### src/rtl/perf_counter_bank.sv
// Bank of writable event counters with per-channel inhibit, sticky overflow flags
// and a maskable overflow interrupt, accessed through a CSR-style read/write port.
module perf_counter_bank #(
  parameter int unsigned       NUM_CNT   = 8,
  parameter int unsigned       CNT_W     = 64,
  parameter int unsigned       XLEN      = 32,
  parameter int unsigned       ADDR_W    = 12,
  parameter logic [ADDR_W-1:0] BASE_ADDR = 12'hB00
) (
  input  logic               clk,
  input  logic               rst,
  input  logic               clk_en,
  input  logic [NUM_CNT-1:0] event_i,
  input  logic               re,
  input  logic [ADDR_W-1:0]  ra,
  output logic [XLEN-1:0]    rd,
  output logic               rd_valid,
  input  logic               we,
  input  logic [ADDR_W-1:0]  wa,
  input  logic [XLEN-1:0]    wd,
  output logic               err,
  output logic               ovf_irq
);

  localparam int unsigned HiW = CNT_W - XLEN;

  typedef enum logic [2:0] {SelNone, SelLo, SelHi, SelInh, SelOvf, SelIe} sel_e;

  logic [NUM_CNT-1:0][CNT_W-1:0] cnt_q, cnt_d;
  logic [NUM_CNT-1:0]            inhibit_q, inhibit_d;
  logic [NUM_CNT-1:0]            ovf_q, ovf_d;
  logic [NUM_CNT-1:0]            ovf_ie_q, ovf_ie_d;
  logic [NUM_CNT-1:0]            w1c, wrap;
  logic [XLEN-1:0]               rd_d;
  logic                          err_d, irq_d;
  sel_e                          r_sel, w_sel;
  logic [4:0]                    r_idx, w_idx;

  // Addresses below BASE_ADDR are caught by the borrow of the widened subtraction.
  function automatic sel_e decode(input logic [ADDR_W-1:0] addr, output logic [4:0] idx);
    logic [ADDR_W:0]   diff;
    logic [ADDR_W-1:0] off;
    diff = {1'b0, addr} - {1'b0, BASE_ADDR};
    off  = diff[ADDR_W-1:0];
    idx  = off[4:0];
    if (diff[ADDR_W]) return SelNone;
    if (off < ADDR_W'(32)) return (32'(idx) < NUM_CNT) ? SelLo : SelNone;
    if (off < ADDR_W'(64)) return (32'(idx) < NUM_CNT) ? SelHi : SelNone;
    if (off == ADDR_W'(64)) return SelInh;
    if (off == ADDR_W'(65)) return SelOvf;
    if (off == ADDR_W'(66)) return SelIe;
    return SelNone;
  endfunction

  always_comb begin
    r_sel     = decode(ra, r_idx);
    w_sel     = decode(wa, w_idx);
    rd_d      = '0;
    inhibit_d = inhibit_q;
    ovf_ie_d  = ovf_ie_q;
    w1c       = '0;
    wrap      = '0;
    cnt_d     = cnt_q;

    // Read side sees the pre-update state.
    if (re) begin
      case (r_sel)
        SelLo: begin
          for (int i = 0; i < NUM_CNT; i++) begin
            if (r_idx == 5'(i)) rd_d = cnt_q[i][XLEN-1:0];
          end
        end
        SelHi: begin
          for (int i = 0; i < NUM_CNT; i++) begin
            if (r_idx == 5'(i)) rd_d[HiW-1:0] = cnt_q[i][CNT_W-1:XLEN];
          end
        end
        SelInh:  rd_d[NUM_CNT-1:0] = inhibit_q;
        SelOvf:  rd_d[NUM_CNT-1:0] = ovf_q;
        SelIe:   rd_d[NUM_CNT-1:0] = ovf_ie_q;
        default: rd_d = '0;
      endcase
    end

    if (we) begin
      case (w_sel)
        SelInh:  inhibit_d = wd[NUM_CNT-1:0];
        SelOvf:  w1c = wd[NUM_CNT-1:0];
        SelIe:   ovf_ie_d = wd[NUM_CNT-1:0];
        default: ;
      endcase
    end

    // A half-write replaces the increment for that channel: no carry, no overflow.
    for (int i = 0; i < NUM_CNT; i++) begin
      if (we && w_sel == SelLo && w_idx == 5'(i)) begin
        cnt_d[i][XLEN-1:0] = wd;
      end else if (we && w_sel == SelHi && w_idx == 5'(i)) begin
        cnt_d[i][CNT_W-1:XLEN] = wd[HiW-1:0];
      end else if (event_i[i] && !inhibit_q[i]) begin
        cnt_d[i] = cnt_q[i] + CNT_W'(1);
        wrap[i]  = &cnt_q[i];
      end
    end

    ovf_d = (ovf_q & ~w1c) | wrap;
    irq_d = |(ovf_d & ovf_ie_d);
    err_d = (re && r_sel == SelNone) || (we && w_sel == SelNone);
  end

  always_ff @(posedge clk or posedge rst) begin
    if (rst) begin
      cnt_q     <= '0;
      inhibit_q <= '0;
      ovf_q     <= '0;
      ovf_ie_q  <= '0;
      rd        <= '0;
      rd_valid  <= 1'b0;
      err       <= 1'b0;
      ovf_irq   <= 1'b0;
    end else if (clk_en) begin
      cnt_q     <= cnt_d;
      inhibit_q <= inhibit_d;
      ovf_q     <= ovf_d;
      ovf_ie_q  <= ovf_ie_d;
      rd        <= rd_d;
      rd_valid  <= re;
      err       <= err_d;
      ovf_irq   <= irq_d;
    end
  end

endmodule
### config.mk
export PLATFORM = sky130hd
export DESIGN_NAME = perf_counter_bank
export DESIGN_NICKNAME = d
export VERILOG_FILES = /design/src/rtl/perf_counter_bank.sv
export SDC_FILE = /design/constraint.sdc
export NUM_CORES = 2
export LEC_CHECK = 0
export ABC_AREA = 0
export CAP_MARGIN = 10
export CORE_MARGIN = 5
export CORE_UTILIZATION = 55
export CTS_CLUSTER_DIAMETER = 30
export DETAILED_ROUTE_END_ITERATION = 16
export HOLD_SLACK_MARGIN = 0.02
export MAX_ROUTING_LAYER = met4
export PLACE_DENSITY = 0.8
export SLEW_MARGIN = 20
export SYNTH_ARGS = -nofsm -noshare
export SYNTH_HDL_FRONTEND = slang
export SYNTH_SLANG_ARGS = --single-unit
### constraint.sdc
create_clock -name clk -period 35.6 [get_ports clk]
set_clock_uncertainty 0.05 [all_clocks]
set_input_delay 5.34 -clock clk [delete_from_list [all_inputs] [get_ports clk]]
set_output_delay 5.34 -clock clk [all_outputs]
set_load 0.01 [all_outputs]
==> results by group <==
Status
  – Status: finished clean

Setup path
  – Max incr delay on CP: 0.74 ns
  – CP max stage cell: o21a_1
  – Worst r2r path cells: 8
  – Setup crit start kind: input port
  – Cell Chain, Critical Path: clkdlybuf4s50_1 > ha_1 > nand4b_1 > a21boi_1 > a22o_2 > o211ai_2 > nor3_4 > o21a_1 > buf_4 > a21oi_1 > a21oi_1
  – Reg2reg end: ovf_irq$_DFFE_PP0P_
  – Critical Path End Type: flip-flop
  – Most frequent CP cell: a21oi_1
  – FF-to-FF setup slack: 31.44 ns
  – Arrival time worst endpoint: 9.85 ns
  – Max FO, Critical Path: 31
  – CP required: 36.19 ns
  – Kind of critical path: in2reg
  – Worst R2R Start: cnt_q[18]$_DFFE_PP0P_

Synthesis
  – EDFF count, synth: 0
  – Post-synth top area share: 36.01%
  – Post-synthesis sequential area ratio: 36.01%
  – Synth Flop Type: dfrtp_1
  – Yosys top cell by area: dfrtp_1
  – Synth top area cells: dfrtp_1 36%, a21oi_1 12%, o21ai_0 6.9%
  – Ys Warns: 0
  – Async SR Flop Fraction: 100.0%
  – Synth Instances: 5,234
  – Netlist cell types: 102
  – Syn nets: 5,315
  – Syn Area/Cell: 7.581 um^2
  – Commonest cells in the netlist: 969 x a21oi_1, 702 x nand2_1, 571 x dfrtp_1, 548 x o21ai_0, 324 x nor2_1
  – Top-count cell post-synth: a21oi_1
  – Post-synthesis sequential element count: 571
  – Synth Cell Area: 0.03968 mm^2

Clocking
  – Post-CTS Setup Bufs: 0
  – CTS tree: done
  – CTS H-tree lvls: 4
  – PostCTS Resize Cnt: 0
  – Clk_lat worst skew: 0.75 ns
  – Num CTS Buffers: 151
  – CTS root buf: clkbuf_16
  – Clock Path Buffers: 3
  – Hold bufs inserted after CTS: 0
  – CTS Sinks: 571
  – CTS clk-pin slew, worst paths: 0.05 ns

Cells and area
  – Share of cells above drive strength 1: 10.49%
  – Cell area after layout: 0.04661 mm^2
  – Sequential Area: 0.01429 mm^2
  – Multi-input logic area: 0.02355 mm^2
  – Filler cells: 5,987
  – P&R area growth vs syn: 17.47%
  – Nets@finish: 5,268

Detailed routing
  – Initial DRC count: 9,074
  – Antenna-violating nets left: 0
  – Routed vias: 45,420
  – DRT Pass-1 Iters: 11
  – Drt wl/cell: 28.12 um
  – Residual DRC: 0
  – Vias per Instance: 7.228
  – Final WL: 176,700 um

Power
  – Total power: 0.002499 W
  – Max IR drop VDD: 58.27 uV
  – PD cells: 53.61 mW/mm^2
  – Leakage: 18.71 nW

Place
  – Post-place instance area: 0.04118 mm^2
  – Routability congestion estimate: 1.064
  – IO buf count: 103
  – Hpwl dp: 116,800 um

Floorplan
  – Initial Utilization: 55.50%
  – Top Ports: 104
  – Die height: 278.6 um
  – Die Area: 0.07761 mm^2
  – Total core area: 0.07149 mm^2
  – Die Width: 278.6 um
  – Num rows: 98

Timing
  – Setup tns final: 0 ns
  – Final Critical Period: 9.259 ns
  – Pins over their slew limit: 0
  – RSZ-0062 raised after global routing: false
  – Least-Margin Pin Slew: 1.209 ns
  – Final worst path period share: 26.01%
  – Relative slew slack: 18.81%
  – Final Hold Vio Count: 0
  – Max Freq: 108.0 MHz
  – Final setup vio count: 0

Min path
  – Type of the most critical hold path: reg2reg
  – Worst Hold Launch: inhibit_q[5]$_DFFE_PP0P_
  – Worst hold stages: 1
  – Hold endpoint: inhibit_q[5]$_DFFE_PP0P_

Global route
  – Largest net degree at the start of global routing: 162
  – Tot GR Track Use: 44.81%
  – First-pass GRT wire length: 259,100 um
  – Overflow after GRT: 0
  – Vias in the first global route: 40,440
  – Initial antenna violation count: 17

Run
  – MaxCap Viol Count: 0
==> critical path, delay by kind of cell <==
kind	cells	cell delay [ns]
and+or+nand+nor	2	0.91
buffers and inverters	2	1.02
adders and majority gates	1	0.29
AOI/OAI and AO/OA	6	2.25
==> state kept, by name, summed over array words and instances, names as in the netlist <==
name	count
cnt_q	512
err	1
inhibit_q	8
ovf_ie_q	8
ovf_irq	1
ovf_q	8
rd	32
rd_valid	1
==> cell families after synthesis <==
family | after synthesis | share of synthesized area [%]
compound gates | 2067 | 29.57
fa+ha+maj | 12 | 0.3784
mux | 172 | 5.358
xor+xnor | 1 | 0.02208
flops | 571 | 36.01
simple gates | 1912 | 23.50
buf+inv | 499 | 5.159
==> placed cells by master, fill, tap and decap left out, types with 25 or more instances in the layout <==
cell type        Yosys  final
a21oi_1            969    969
a222oi_1            30     30
a22oi_1             45     45
a2bb2oi_1           29     29
a31oi_1             41     41
and3_1              84     84
and4_1              30     30
buf_4                3    108
clkbuf_16            0    152
clkbuf_8             0     26
clkdlybuf4s50_1      0     98
clkinv_2             0     27
dfrtp_1            571    571
diode_2              0     25
inv_1               86     84
mux2_2              33     33
mux2i_1            110    110
mux4_2              29     29
nand2_1            702    697
nand3_1            318    315
nand4_1            149    149
nor2_1             324    320
nor3_1              71     66
nor4_1              28     25
o21ai_0            548    548
o22a_1              26     26
o22ai_1            208    208
or3_1               34     33
==> stage by stage <==
stage	std cells	hold WS, ns	utilization, %	setup WS (ns)
6_report	6284	0.4801	65.20	26.34
3_5_place_dp	5983	0.4567	57.60	25.84
4_1_cts	6258	0.4770	65.06	26.56
2_1_floorplan	5234	0.4168	-	14.24
3_3_place_gp	5983	0.4547	57.58	25.63
5_1_grt	6275	0.4914	65.17	26.16
==> layer usage <==
layer	GRT usage, %	wire length [um]	vias up
met1	56.02	62180	21220
met3	17.14	28480	876
met5	-	0	-
met4	29.36	14790	0
met2	60.17	71270	3788
li1	-	-	19540
==> worst max path at each step <==
stage / startpoint / to / slack (ns) / cells past startpoint
after CTS: wa[8] / cnt_q[83]$_DFFE_PP0P_ / 26.56 / 11
after global routing: wa[8] / cnt_q[94]$_DFFE_PP0P_ / 26.16 / 11
after detailed placement: wa[8] / cnt_q[90]$_DFFE_PP0P_ / 25.84 / 11
after floorplan: rst / cnt_q[0]$_DFFE_PP0P_ / 14.24 / 1
final: wa[8] / cnt_q[83]$_DFFE_PP0P_ / 26.34 / 11
after global placement: wa[8] / cnt_q[89]$_DFFE_PP0P_ / 25.63 / 11
==> area by class of cell <==
class | count | share of cell area, %
repair buffers | 212 | 3.986
diodes | 25 | 0.1342
flip-flops and latches | 571 | 30.66
clock buffers | 194 | 9.057
multi-input cells | 4164 | 50.52
well taps | 950 | 2.550
inverters | 87 | 0.7168
clock inverters | 81 | 2.381
==> power breakdown <==
| group | switching [W] | internal, W | total, W |
|---|---|---|---|
| Clock | 0.000450 | 0.000979 | 0.00143 |
| Combinational | 0.000184 | 0.0000918 | 0.000276 |
| Sequential | 0.0000907 | 0.000703 | 0.000794 |
(Power assumes the default switching activity.)
